<file path="config.mk">
export PLATFORM = sky130hd
export DESIGN_NAME = line_buffer_n_rows_flat
export DESIGN_NICKNAME = d
export VERILOG_FILES = /design/src/rtl/line_buffer_n_rows_if.sv /design/src/rtl/line_buffer_n_rows.sv /design/src/flat_wrapper.sv
export SDC_FILE = /design/constraint.sdc
export NUM_CORES = 1
export LEC_CHECK = 0
export BUFFER_PORTS_ARGS = -buffer_cell sky130_fd_sc_hd__buf_4
export CORE_MARGIN = 5
export CORE_UTILIZATION = 55
export CTS_CLUSTER_DIAMETER = 150
export DETAILED_ROUTE_END_ITERATION = 8
export GPL_TIMING_DRIVEN = 0
export PLACE_DENSITY = 0.84
export SLEW_MARGIN = 0
export SYNTH_ARGS = -nofsm -noshare
export SYNTH_HDL_FRONTEND = slang
export SYNTH_SLANG_ARGS = --single-unit
</file>
<file path="constraint.sdc">
create_clock -name clk -period 1.5 [get_ports clk]
set_input_delay 0 -clock clk [delete_from_list [all_inputs] [get_ports clk]]
set_output_delay 0 -clock clk [all_outputs]
set_load 0.01 [all_outputs]
</file>
<file path="src/rtl/line_buffer_n_rows_if.sv">
// Pixel stream bundle for line_buffer_n_rows: strobed pixel in, strobed column slice out.
interface line_buffer_n_rows_if #(
    parameter int DATA_W = 8,
    parameter int TAPS   = 5
);
    logic                     done_i;
    logic [DATA_W-1:0]        data_i;
    logic [TAPS*DATA_W-1:0]   data_o;
    logic                     done_o;
    logic                     progress_done_o;

    modport master (output done_i, data_i, input data_o, done_o, progress_done_o);
    modport slave  (input done_i, data_i, output data_o, done_o, progress_done_o);
endinterface

</file>
<file path="src/rtl/line_buffer_n_rows.sv">
// Raster line buffer presenting a TAPS-high column slice per accepted pixel,
// with frame-relative validity taken from the row counter.
module line_buffer_n_rows #(
    parameter int DATA_W    = 8,
    parameter int COLS      = 30,
    parameter int ROWS      = 30,
    parameter int TAPS      = 5,
    parameter int ZERO_FILL = 0
) (
    input logic              clk,
    input logic              rst,
    line_buffer_n_rows_if.slave bus
);
    localparam int COL_W = $clog2(COLS);
    localparam int ROW_W = $clog2(ROWS);
    localparam logic [COL_W-1:0] COL_LAST = COL_W'(COLS - 1);
    localparam logic [ROW_W-1:0] ROW_LAST = ROW_W'(ROWS - 1);

    logic [DATA_W-1:0]      line_q [TAPS-1][COLS];
    logic [DATA_W-1:0]      line_d [TAPS-1][COLS];
    logic [COL_W-1:0]       col_q, col_d;
    logic [ROW_W-1:0]       row_q, row_d;
    logic [TAPS*DATA_W-1:0] data_o_q, data_o_d;
    logic                   done_o_q, done_o_d;
    logic                   prog_q, prog_d;

    always_comb begin
        line_d   = line_q;
        col_d    = col_q;
        row_d    = row_q;
        data_o_d = data_o_q;
        done_o_d = 1'b0;
        prog_d   = 1'b0;
        if (bus.done_i) begin
            // Each line's tail is the pixel one row above, same column, of its input.
            line_d[0][0] = bus.data_i;
            for (int k = 1; k < TAPS - 1; k++)
                line_d[k][0] = line_q[k-1][COLS-1];
            for (int k = 0; k < TAPS - 1; k++)
                for (int c = 1; c < COLS; c++)
                    line_d[k][c] = line_q[k][c-1];

            data_o_d[0 +: DATA_W] = bus.data_i;
            for (int k = 1; k < TAPS; k++)
                data_o_d[k*DATA_W +: DATA_W] =
                    (ZERO_FILL != 0 && int'(row_q) < k) ? '0 : line_q[k-1][COLS-1];

            done_o_d = (ZERO_FILL != 0) || (int'(row_q) >= TAPS - 1);
            prog_d   = (row_q == ROW_LAST) && (col_q == COL_LAST);

            if (col_q == COL_LAST) begin
                col_d = '0;
                row_d = (row_q == ROW_LAST) ? '0 : row_q + 1'b1;
            end else begin
                col_d = col_q + 1'b1;
            end
        end
    end

    always_ff @(posedge clk) begin
        if (rst) begin
            col_q    <= '0;
            row_q    <= '0;
            data_o_q <= '0;
            done_o_q <= 1'b0;
            prog_q   <= 1'b0;
        end else begin
            col_q    <= col_d;
            row_q    <= row_d;
            data_o_q <= data_o_d;
            done_o_q <= done_o_d;
            prog_q   <= prog_d;
        end
    end

    // Delay-line contents are never trusted across reset, so they carry no reset.
    always_ff @(posedge clk) begin
        line_q <= line_d;
    end

    assign bus.data_o          = data_o_q;
    assign bus.done_o          = done_o_q;
    assign bus.progress_done_o = prog_q;
endmodule

</file>
<file path="src/flat_wrapper.sv">
// flat-port wrapper written by rule: the top's interface ports become plain ports
module line_buffer_n_rows_flat 
#(
    parameter int DATA_W    = 8,
    parameter int COLS      = 30,
    parameter int ROWS      = 30,
    parameter int TAPS      = 5,
    parameter int ZERO_FILL = 0
)
  (clk, rst, bus_done_i, bus_data_i, bus_data_o, bus_done_o, bus_progress_done_o);
  line_buffer_n_rows_if #(.DATA_W(DATA_W), .TAPS(TAPS)) bus_i ();
  input logic clk;
  input logic rst;
  input wire logic [$bits(bus_i.done_i)-1:0] bus_done_i;
  input wire logic [$bits(bus_i.data_i)-1:0] bus_data_i;
  output wire logic [$bits(bus_i.data_o)-1:0] bus_data_o;
  output wire logic [$bits(bus_i.done_o)-1:0] bus_done_o;
  output wire logic [$bits(bus_i.progress_done_o)-1:0] bus_progress_done_o;
  assign bus_i.done_i = bus_done_i;
  assign bus_i.data_i = bus_data_i;
  assign bus_data_o = bus_i.data_o;
  assign bus_done_o = bus_i.done_o;
  assign bus_progress_done_o = bus_i.progress_done_o;
  line_buffer_n_rows #(.DATA_W(DATA_W), .COLS(COLS), .ROWS(ROWS), .TAPS(TAPS), .ZERO_FILL(ZERO_FILL)) u_core (.clk(clk), .rst(rst), .bus(bus_i));
endmodule
</file>
-- Word level (Yosys, flattened, before mapping)
Cells that the tools add are included.
- divide/modulo/power cells: 0
- bitwise logic cells: 1
- multiply operators: 0
- $lt $le $gt $ge: 1
- reductions and logical operators: 3
- multiplexer cells: 2
- eq/ne operators: 2
- shift operators: 0
- $add $sub $neg: 2
- operator list (cell ; number):
    adder 5 x 1 -> 5 bit (second input constant) ; 2
    equality test 5 bit (second input constant) ; 2
    two-way mux 5 bit ; 2
    >= comparator 5 x 3 -> 1 bit (second input constant) ; 1
    AND reduction 2 bit ; 1
    OR reduction 2 bit ; 1
    logical AND 1 bit ; 1
    inverter 1 bit ; 1
- memory bits (read-only): 0
- bits of input ports: 11
- logic and storage cells: 136
- memories: 0
- bits in latches: 0
- bits in registers: 1012
- output and inout bits: 42
- bits in writable memories: 0

-- Longest topological paths before layout
Gate-level depths: netlist of run 1.
- depth after elaboration: 2
- mapped depth: 5
- gate-level depth less buffers: 5

-- Worst setup path after synthesis of run 1
No wires, ideal clock.
- path kind: flip-flop to flip-flop
- from: register u_core.row_q[0]
- to: register u_core.row_q[2]
- slack: 0.145 ns
- data required time: 1.383 ns
- cell stages (with the launch flop): 5
- period minus slack after synthesis: 1.355 ns
- path buffers: 0
- library setup time: 0.117 ns
- arrival time: 1.238 ns
- cell sequence: dfxtp_1 ha_1 nand4_2 a211o_1 a32o_2
- cells in the longest elaborated chain, start to end: 2
- elaborated cells between the ends (all ways): 3
- classes of those cells: add/sub: 1; eq/ne: 1; mux: 1
- ends and longest elaborated chain (element ; line ; RTL):
    start, declared ; line_buffer_n_rows.sv:22 ; logic [ROW_W-1:0] row_q, row_d;
    start signal, assigned ; line_buffer_n_rows.sv:69 ; row_q <= row_d;
    adder 5 x 1 -> 5 bit / equality test 5 bit (equally long branches) ; line_buffer_n_rows.sv:53 ; row_d = (row_q == ROW_LAST) ? '0 : row_q + 1'b1;
    two-way mux 5 bit (*) ; line_buffer_n_rows.sv:53 ;
Mark *: on every way between the ends. The rest lies on a longest branch, timed or not.
A chain may end at the register's enable or synchronous reset.

-- Worst setup path after layout of run 1
- from: register u_core.col_q[2]
- to: register u_core.row_q[2]
- cells in the longest elaborated chain, start to end: 2
- ends and longest elaborated chain (element ; line ; RTL):
    start, declared ; line_buffer_n_rows.sv:21 ; logic [COL_W-1:0] col_q, col_d;
    start signal, assigned ; line_buffer_n_rows.sv:68 ; col_q <= col_d;
    equality test 5 bit ; line_buffer_n_rows.sv:51 ; if (col_q == COL_LAST) begin
    AND reduction 2 bit (no source line) ; - ;
No other way between the ends.

==> metrics, run 1 <==
status=complete, but fails checks; violated checks=negative hold slack; clk sinks=1012; die height=247 um; crit-path leading delay family=compound AO/OA/AOI/OAI gates; worst path arrival time=1.99 ns; GP Congestion=0.770; first-pass GRT wire length=between 70000 and 80000 um; Setup crit end kind=flop; Placed Cells=1957; # Post-CTS Setup Buffers=0; RSZ-0062 raised after global routing=true; core area=55300 sq um; power per cell area=1590 nW/um^2; grt ovf=0; warning count from the yosys run=0; worst skew pair latency=around 0.64 ns; Post-Syn Instances=1151; # diodes=0; ranking of synthesized cells by area=edfxtp_1 94%, dfxtp_1 3.4%, mux2i_1 1.3%; area of all placed cells without fillers=35400 sq um; post-DR vias/cell=~5.2; vias in the first global route=11398; Worst Hold Path EP=u_core.line_q[721]$_DFFE_PP_; Worst Max-Slew Pin Slew=~0.87 ns; Crit Reg-Reg Endpoint=u_core.row_q[2]$_SDFFE_PP0P_; maximum capacitance violations=0; register area share after synthesis=0.970; total routed wirelength=46900 um; cell taking the most area after synthesis=edfxtp_1; Crit Path Class=reg2reg; Initial Util=0.557; CTS tree=yes; P&R area growth vs syn=14.9%; top_reg_cell synth=edfxtp_1; starting DRC count in detailed routing=1059; Sum Neg Setup Slack=0 ns; cts hold-fix bufs=9; Die Width=247 um; Cell variety after synth=29; root buffer cell=clkbuf_16; CP max FO=6; Syn Std Cell Area=30800 sq um; reg2reg setup slack=0.03 ns; Most Used Layer, Global Route=met2; Non-Filler Instances=about 2100; R2R Path Start=u_core.col_q[2]$_SDFFE_PP0P_; CP peak stage delay=about 0.43 ns; Detailed Routing Iterations Pass 1=5; top-count cell post-synth=edfxtp_1; final worst-path cycle share=0.977; grt met1 use=0.210; worst endpoint required time=2.03 ns; largest net degree at the start of global routing=around 140; Hold Crit Start=bus_done_i; Post-synth EDFFs=960; DRC viols=0; Yosys top cell area share=0.936; PortBufs=52; fin nets=1328; Hold Path Cell Cnt=1; CP Cell Sequence=nand4_1 > a211o_1 > a32o_2; final setup vio count=0; Final Skew=0.0174 ns; hold crit path type=in2reg; Fmax=0.682 GHz; worst hold slack=-0.198 ns; via count=between 10000 and 15000; peak supply drop=1170 uV; CTS H-tree lvls=3; LEAKAGE=12.1 nW; layout cell share with drive strength beyond 1=0.150; Max clock buf depth=3; antenna-violating nets left=0; final hold vios=123; register bit total from synthesis=1012; max_slew headroom=0.418; initial antenna violation count=2; clk slew on worst S/H paths=around 0.070 ns; die area=60800 sq um; layout filler cell count=about 3400; Avg Cell Area, Syn=26.8 sq um; Buf/Inv on CP=0; Inserted Clock Buffers=86; placed inst area=32300 sq um; Register-to-Register Path Depth=3; Tmin final=between 1 and 1.5 ns; dpl hpwl=19100 um; Net Count, Synth=1167; GR met3 Demand/Resource=0.0345; met2 Track Usage GR=0.259; top post-synthesis cells by count=960 x edfxtp_1, 52 x dfxtp_1, 42 x nor2_1; gr usage total=0.156; asr flop ratio synth=0; FP Rows=86; slowest CP cell=dfxtp_1; fin. max-slew vios=0; post-DR wirelength/cell=approximately 22 um; IO Count=53; CP Launch Type=flop
==> power breakdown <==
part	switching, mW	internal, mW	total (mW)
combinational	0.716	0.303	1.02
sequential	0.576	32.7	33.2
clock	9.86	12.1	21.9
total	11.1	45.1	56.2
==> per-stage QoR <==
step / util / power (mW) / setup slack [ns]
after floorplan: - / 33.7 / 0.145
after global placement: 0.581 / 34.8 / -8.81
after detailed placement: 0.584 / 34.7 / -1.72
after CTS: 0.640 / 56.8 / 0.0146
after global routing: 0.640 / 58.2 / -0.0165
final: 0.640 / 56.2 / 0.0341
==> registers in the layout (all words and copies together), names as in the netlist <==
signal / cells
u_core.bus.data_o: 40
u_core.row_q: 5
u_core.line_q: 960
u_core.col_q: 5
u_core.bus.done_o: 1
u_core.bus.progress_done_o: 1
==> what timing repair did <==
item	CTS	global route
endpoints found under the setup margin	477	7
pin swaps	0	1
endpoints found under the hold margin	151	123
cloned	6	0
resized for setup	11	4
==> cell type report <==
| class | instances | area, sq um | share of cell area |
|---|---|---|---|
| sequential | 1012 | 29900 | 0.844 |
| clock buffer | 111 | 2330 | 0.0658 |
| tap | 748 | 936 | 0.0264 |
| multi-input combinational | 123 | 890 | 0.0251 |
| timing repair buffer | 73 | 861 | 0.0243 |
| clock inverter | 50 | 410 | 0.0116 |
| buffer | 10 | 62.6 | 0.00177 |
| inverter | 6 | 22.5 | 0.000636 |
==> cell families (layout without fill, tap and decap cells) <==
logic type	after synthesis	count (layout)	synth area share
AND/OR/NAND/NOR	62	62	0.00885
flip-flops	1012	1012	0.970
buffers and inverters	16	250	0.00236
XOR/XNOR	4	4	0.00114
multiplexers	40	40	0.0130
adder cells (fa/ha/maj)	5	5	0.00203
AO/OA/AOI/OAI	12	12	0.00305
==> worst max path at each step <==
stage,depth (start not counted),startpoint,end
finish,3,u_core.col_q[2]$_SDFFE_PP0P_,u_core.row_q[2]$_SDFFE_PP0P_
global route,6,bus_done_i,u_core.row_q[2]$_SDFFE_PP0P_
CTS,4,u_core.row_q[0]$_SDFFE_PP0P_,u_core.row_q[2]$_SDFFE_PP0P_
detailed placement,7,bus_done_i,u_core.bus.data_o[14]$_SDFFE_PP0P_
global placement,4,bus_done_i,u_core.row_q[2]$_SDFFE_PP0P_
floorplan,4,u_core.row_q[0]$_SDFFE_PP0P_,u_core.row_q[2]$_SDFFE_PP0P_
==> metal layers <==
| layer | wire length [um] | part of all wire |
|---|---|---|
| met1 | 19700 | 0.42 |
| met4 | 1350 | 0.029 |
| met5 | 0 | 0 |
| met3 | 2470 | 0.053 |
| met2 | 23300 | 0.50 |
==> cell usage in the layout (no fill, tap or decap), types with 2 or more instances in the layout <==
cell	count
a21oi_1	2
buf_16	7
buf_2	3
buf_4	53
bufbuf_16	6
bufinv_16	6
clkbuf_1	23
clkbuf_16	89
clkbuf_8	2
clkinv_1	14
clkinv_2	21
clkinvlp_4	5
dfxtp_1	49
dfxtp_2	3
dlygate4sd3_1	9
edfxtp_1	960
ha_1	4
inv_1	4
inv_2	2
inv_6	4
mux2i_1	40
nand2_1	3
nand3_1	2
nand4_1	5
nor2_1	41
nor3_1	7
o21ai_0	2
xor2_1	3
No activity file was read; power rests on OpenSTA's default activity.
==> run 2: changes to the inputs <==
CAP_MARGIN = 15   (was not set)
CORE_UTILIZATION = 61   (was 55)
PLACE_DENSITY = 0.88   (was 0.84)
clock period = 1.6 ns   (was 1.5 ns; I/O delays follow)
==> run 2 against run 1 <==
  * The flow still finishes with violations (negative hold slack)
  * Clock skew is 0.00085 ns higher
  * Clock power down 4%
  * Total power is 5.3% lower
  * Sequential power shrank 6.0%
  * Core utilization is 7.0 points higher
  * Maximum frequency is 7.0% lower
  * Via count up 2.4%
  * Setup slack got worse by 0.0096 ns
  * Flip-flop and latch count unchanged
  * Design area increased by 0.50%
  * Critical path type unchanged
  * Critical endpoint unchanged
  * Largest cell class unchanged
  * Largest power group unchanged
  * Highest routed layer unchanged
==> metrics, run 2 (synthesis results as in run 1) <==
largest net degree at the start of global routing=149 (+4.9%); commonest non-fill, non-tap cell in the layout=edfxtp_1; P&R area growth vs syn=15.4%; post-DR vias/cell=5.52 (+5.7%); CTS H-tree lvls=3 (unchanged); worst skew pair latency=0.63 ns (about the same); PortBufs=52 (unchanged); Core Util, Final=0.710 (+0.0705); clk slew on worst S/H paths=0.07 ns (about the same); dpl hpwl=22400 um (+17%); worst endpoint required time=2.13 ns (+0.10 ns); max_slew headroom=0.373 (-0.0448); Worst Max-Slew Pin Slew=0.940 ns (+0.0672 ns); root buffer cell=clkbuf_16; Inserted Clock Buffers=88 (+2.3%); gr usage total=0.180 (+0.0240); Hold Path Cell Cnt=2 (+1); Detailed Routing Iterations Pass 1=5 (unchanged); die area=55100 sq um (-9.4%); antenna-violating nets left=0 (unchanged); fin nets=1340 (+0.90%); total routed wirelength=51000 um (+8.7%); via count=11410 (+2.4%); grt ovf=0 (unchanged); Initial Util=0.615 (+0.0583); fin. max-slew vios=0 (unchanged); status=complete, but fails checks; CP max FO=5 (-1); FP Rows=82 (-4.7%); Register-to-Register Path Depth=5 (+2); max FFs per register=960 (unchanged); final hold vios=45 (-63%); starting DRC count in detailed routing=1166 (+10%); Tmin final=1.58 ns (+0.110 ns); CP Launch Type=flop; CTS tree=yes; largest register by flop count=u_core.line_q; Max clock buf depth=3 (unchanged); hold crit path type=in2reg; LEAKAGE=12.3 nW (+1.0%); RSZ-0062 raised after global routing=false; die height=235 um (-4.8%); most frequent cells in the layout=960 x edfxtp_1, 92 x clkbuf_16, 55 x buf_4; worst hold slack=-0.0379 ns (+0.160 ns); Crit Path Class=reg2reg; IO Count=53 (unchanged); layout cell share with drive strength beyond 1=0.156 (+0.00632); Setup crit end kind=flop; vias in the first global route=11842 (+3.9%); DRC viols=0 (unchanged); clk sinks=1012 (unchanged); first-pass GRT wire length=74400 um (+5.5%); Final Skew=0.0183 ns (+0.000845 ns); final worst-path cycle share=0.985 (+0.00744); violated checks=negative hold slack; Fmax=0.635 GHz (-7.0%); maximum capacitance violations=0 (unchanged); peak supply drop=1320 uV (+13%); Total Power=53.2 mW (-5.3%); worst path arrival time=2.10 ns (+0.11 ns); Die Width=235 um (-4.8%); final setup vio count=0 (unchanged); post-DR wirelength/cell=24.7 um (+12%); GP Congestion=0.749 (-2.7%); core area=50100 sq um (-9.5%); initial antenna violation count=2 (unchanged); power per cell area=1500 nW/um^2 (-5.7%); Sum Neg Setup Slack=0 ns (unchanged)
run 2: changes by cell type in the layout (fill, tap and decap cells not counted), moves of 3 or more:
cell	delta
buf_12	+3
buf_16	+3
clkbuf_1	-4
clkbuf_16	+3
clkbuf_8	+6
clkinv_2	-3
inv_6	-3
run 2: timing repair:
action	4_1_cts	5_1_grt
cloned	5	2
endpoints found under the setup margin	200	22
endpoints found under the hold margin	112	84
hold buffers	9	6
resized for setup	11	4
pin swaps	1	0
buffers inserted	2	0
run 2: path summary, 6_finish.rpt:
kind	startpoint	to	slack (ns)
worst max-delay path	u_core.row_q[1]$_SDFFE_PP0P_	u_core.row_q[2]$_SDFFE_PP0P_	0.02
worst min-delay path	bus_done_i	u_core.line_q[459]$_DFFE_PP_	-0.04
worst max register to register	u_core.row_q[1]$_SDFFE_PP0P_	u_core.row_q[2]$_SDFFE_PP0P_	0.02
worst min register to register	u_core.line_q[945]$_DFFE_PP_	u_core.line_q[937]$_DFFE_PP_	0.41
run 2: layer usage:
metal	vias to the layer above	GRT usage	wire, um
li1	4941	-	-
met1	5928	0.242	20500
met2	434	0.306	26400
met3	107	0.0383	2770
met4	0	0.0534	1320
met5	-	0	0
run 2: metrics by stage:
stage,instances,setup slack (ns),hold WS (ns),cell area (sq um)
6_report,2066,0.0245,-0.0379,35600
5_1_grt,2065,0.00211,-0.0593,35600
2_1_floorplan,1151,0.245,0.0898,30800
4_1_cts,2057,0.0105,-0.171,35400
3_5_place_dp,1882,-1.44,0.191,32200
3_3_place_gp,1875,-8.61,0.188,32000
run 2: area by class of cell:
class	instances	area, sq um
tap	672	841
fill	2723	14500
sequential	1012	29900
antenna	1	2.50
buffer	10	62.6
clock buffer	114	2420
timing repair buffer	83	1050
inverter	6	22.5
multi-input combinational	123	897
clock inverter	45	397
run 2: critical path: stages, from the launching register on:
cell	delay [ns]
dfxtp_1	0.38
inv_2	0.15
ha_4	0.17
nand4_4	0.15
a211o_1	0.35
a32o_2	0.27
run 2: where the power goes:
| part | leakage (nW) | internal [mW] | switching, mW |
|---|---|---|---|
| sequential | 9.82 | 30.6 | 0.581 |
| combinational | 1.06 | 0.325 | 0.706 |
| clock | 1.39 | 11.8 | 9.18 |
| total | 12.3 | 42.8 | 10.5 |
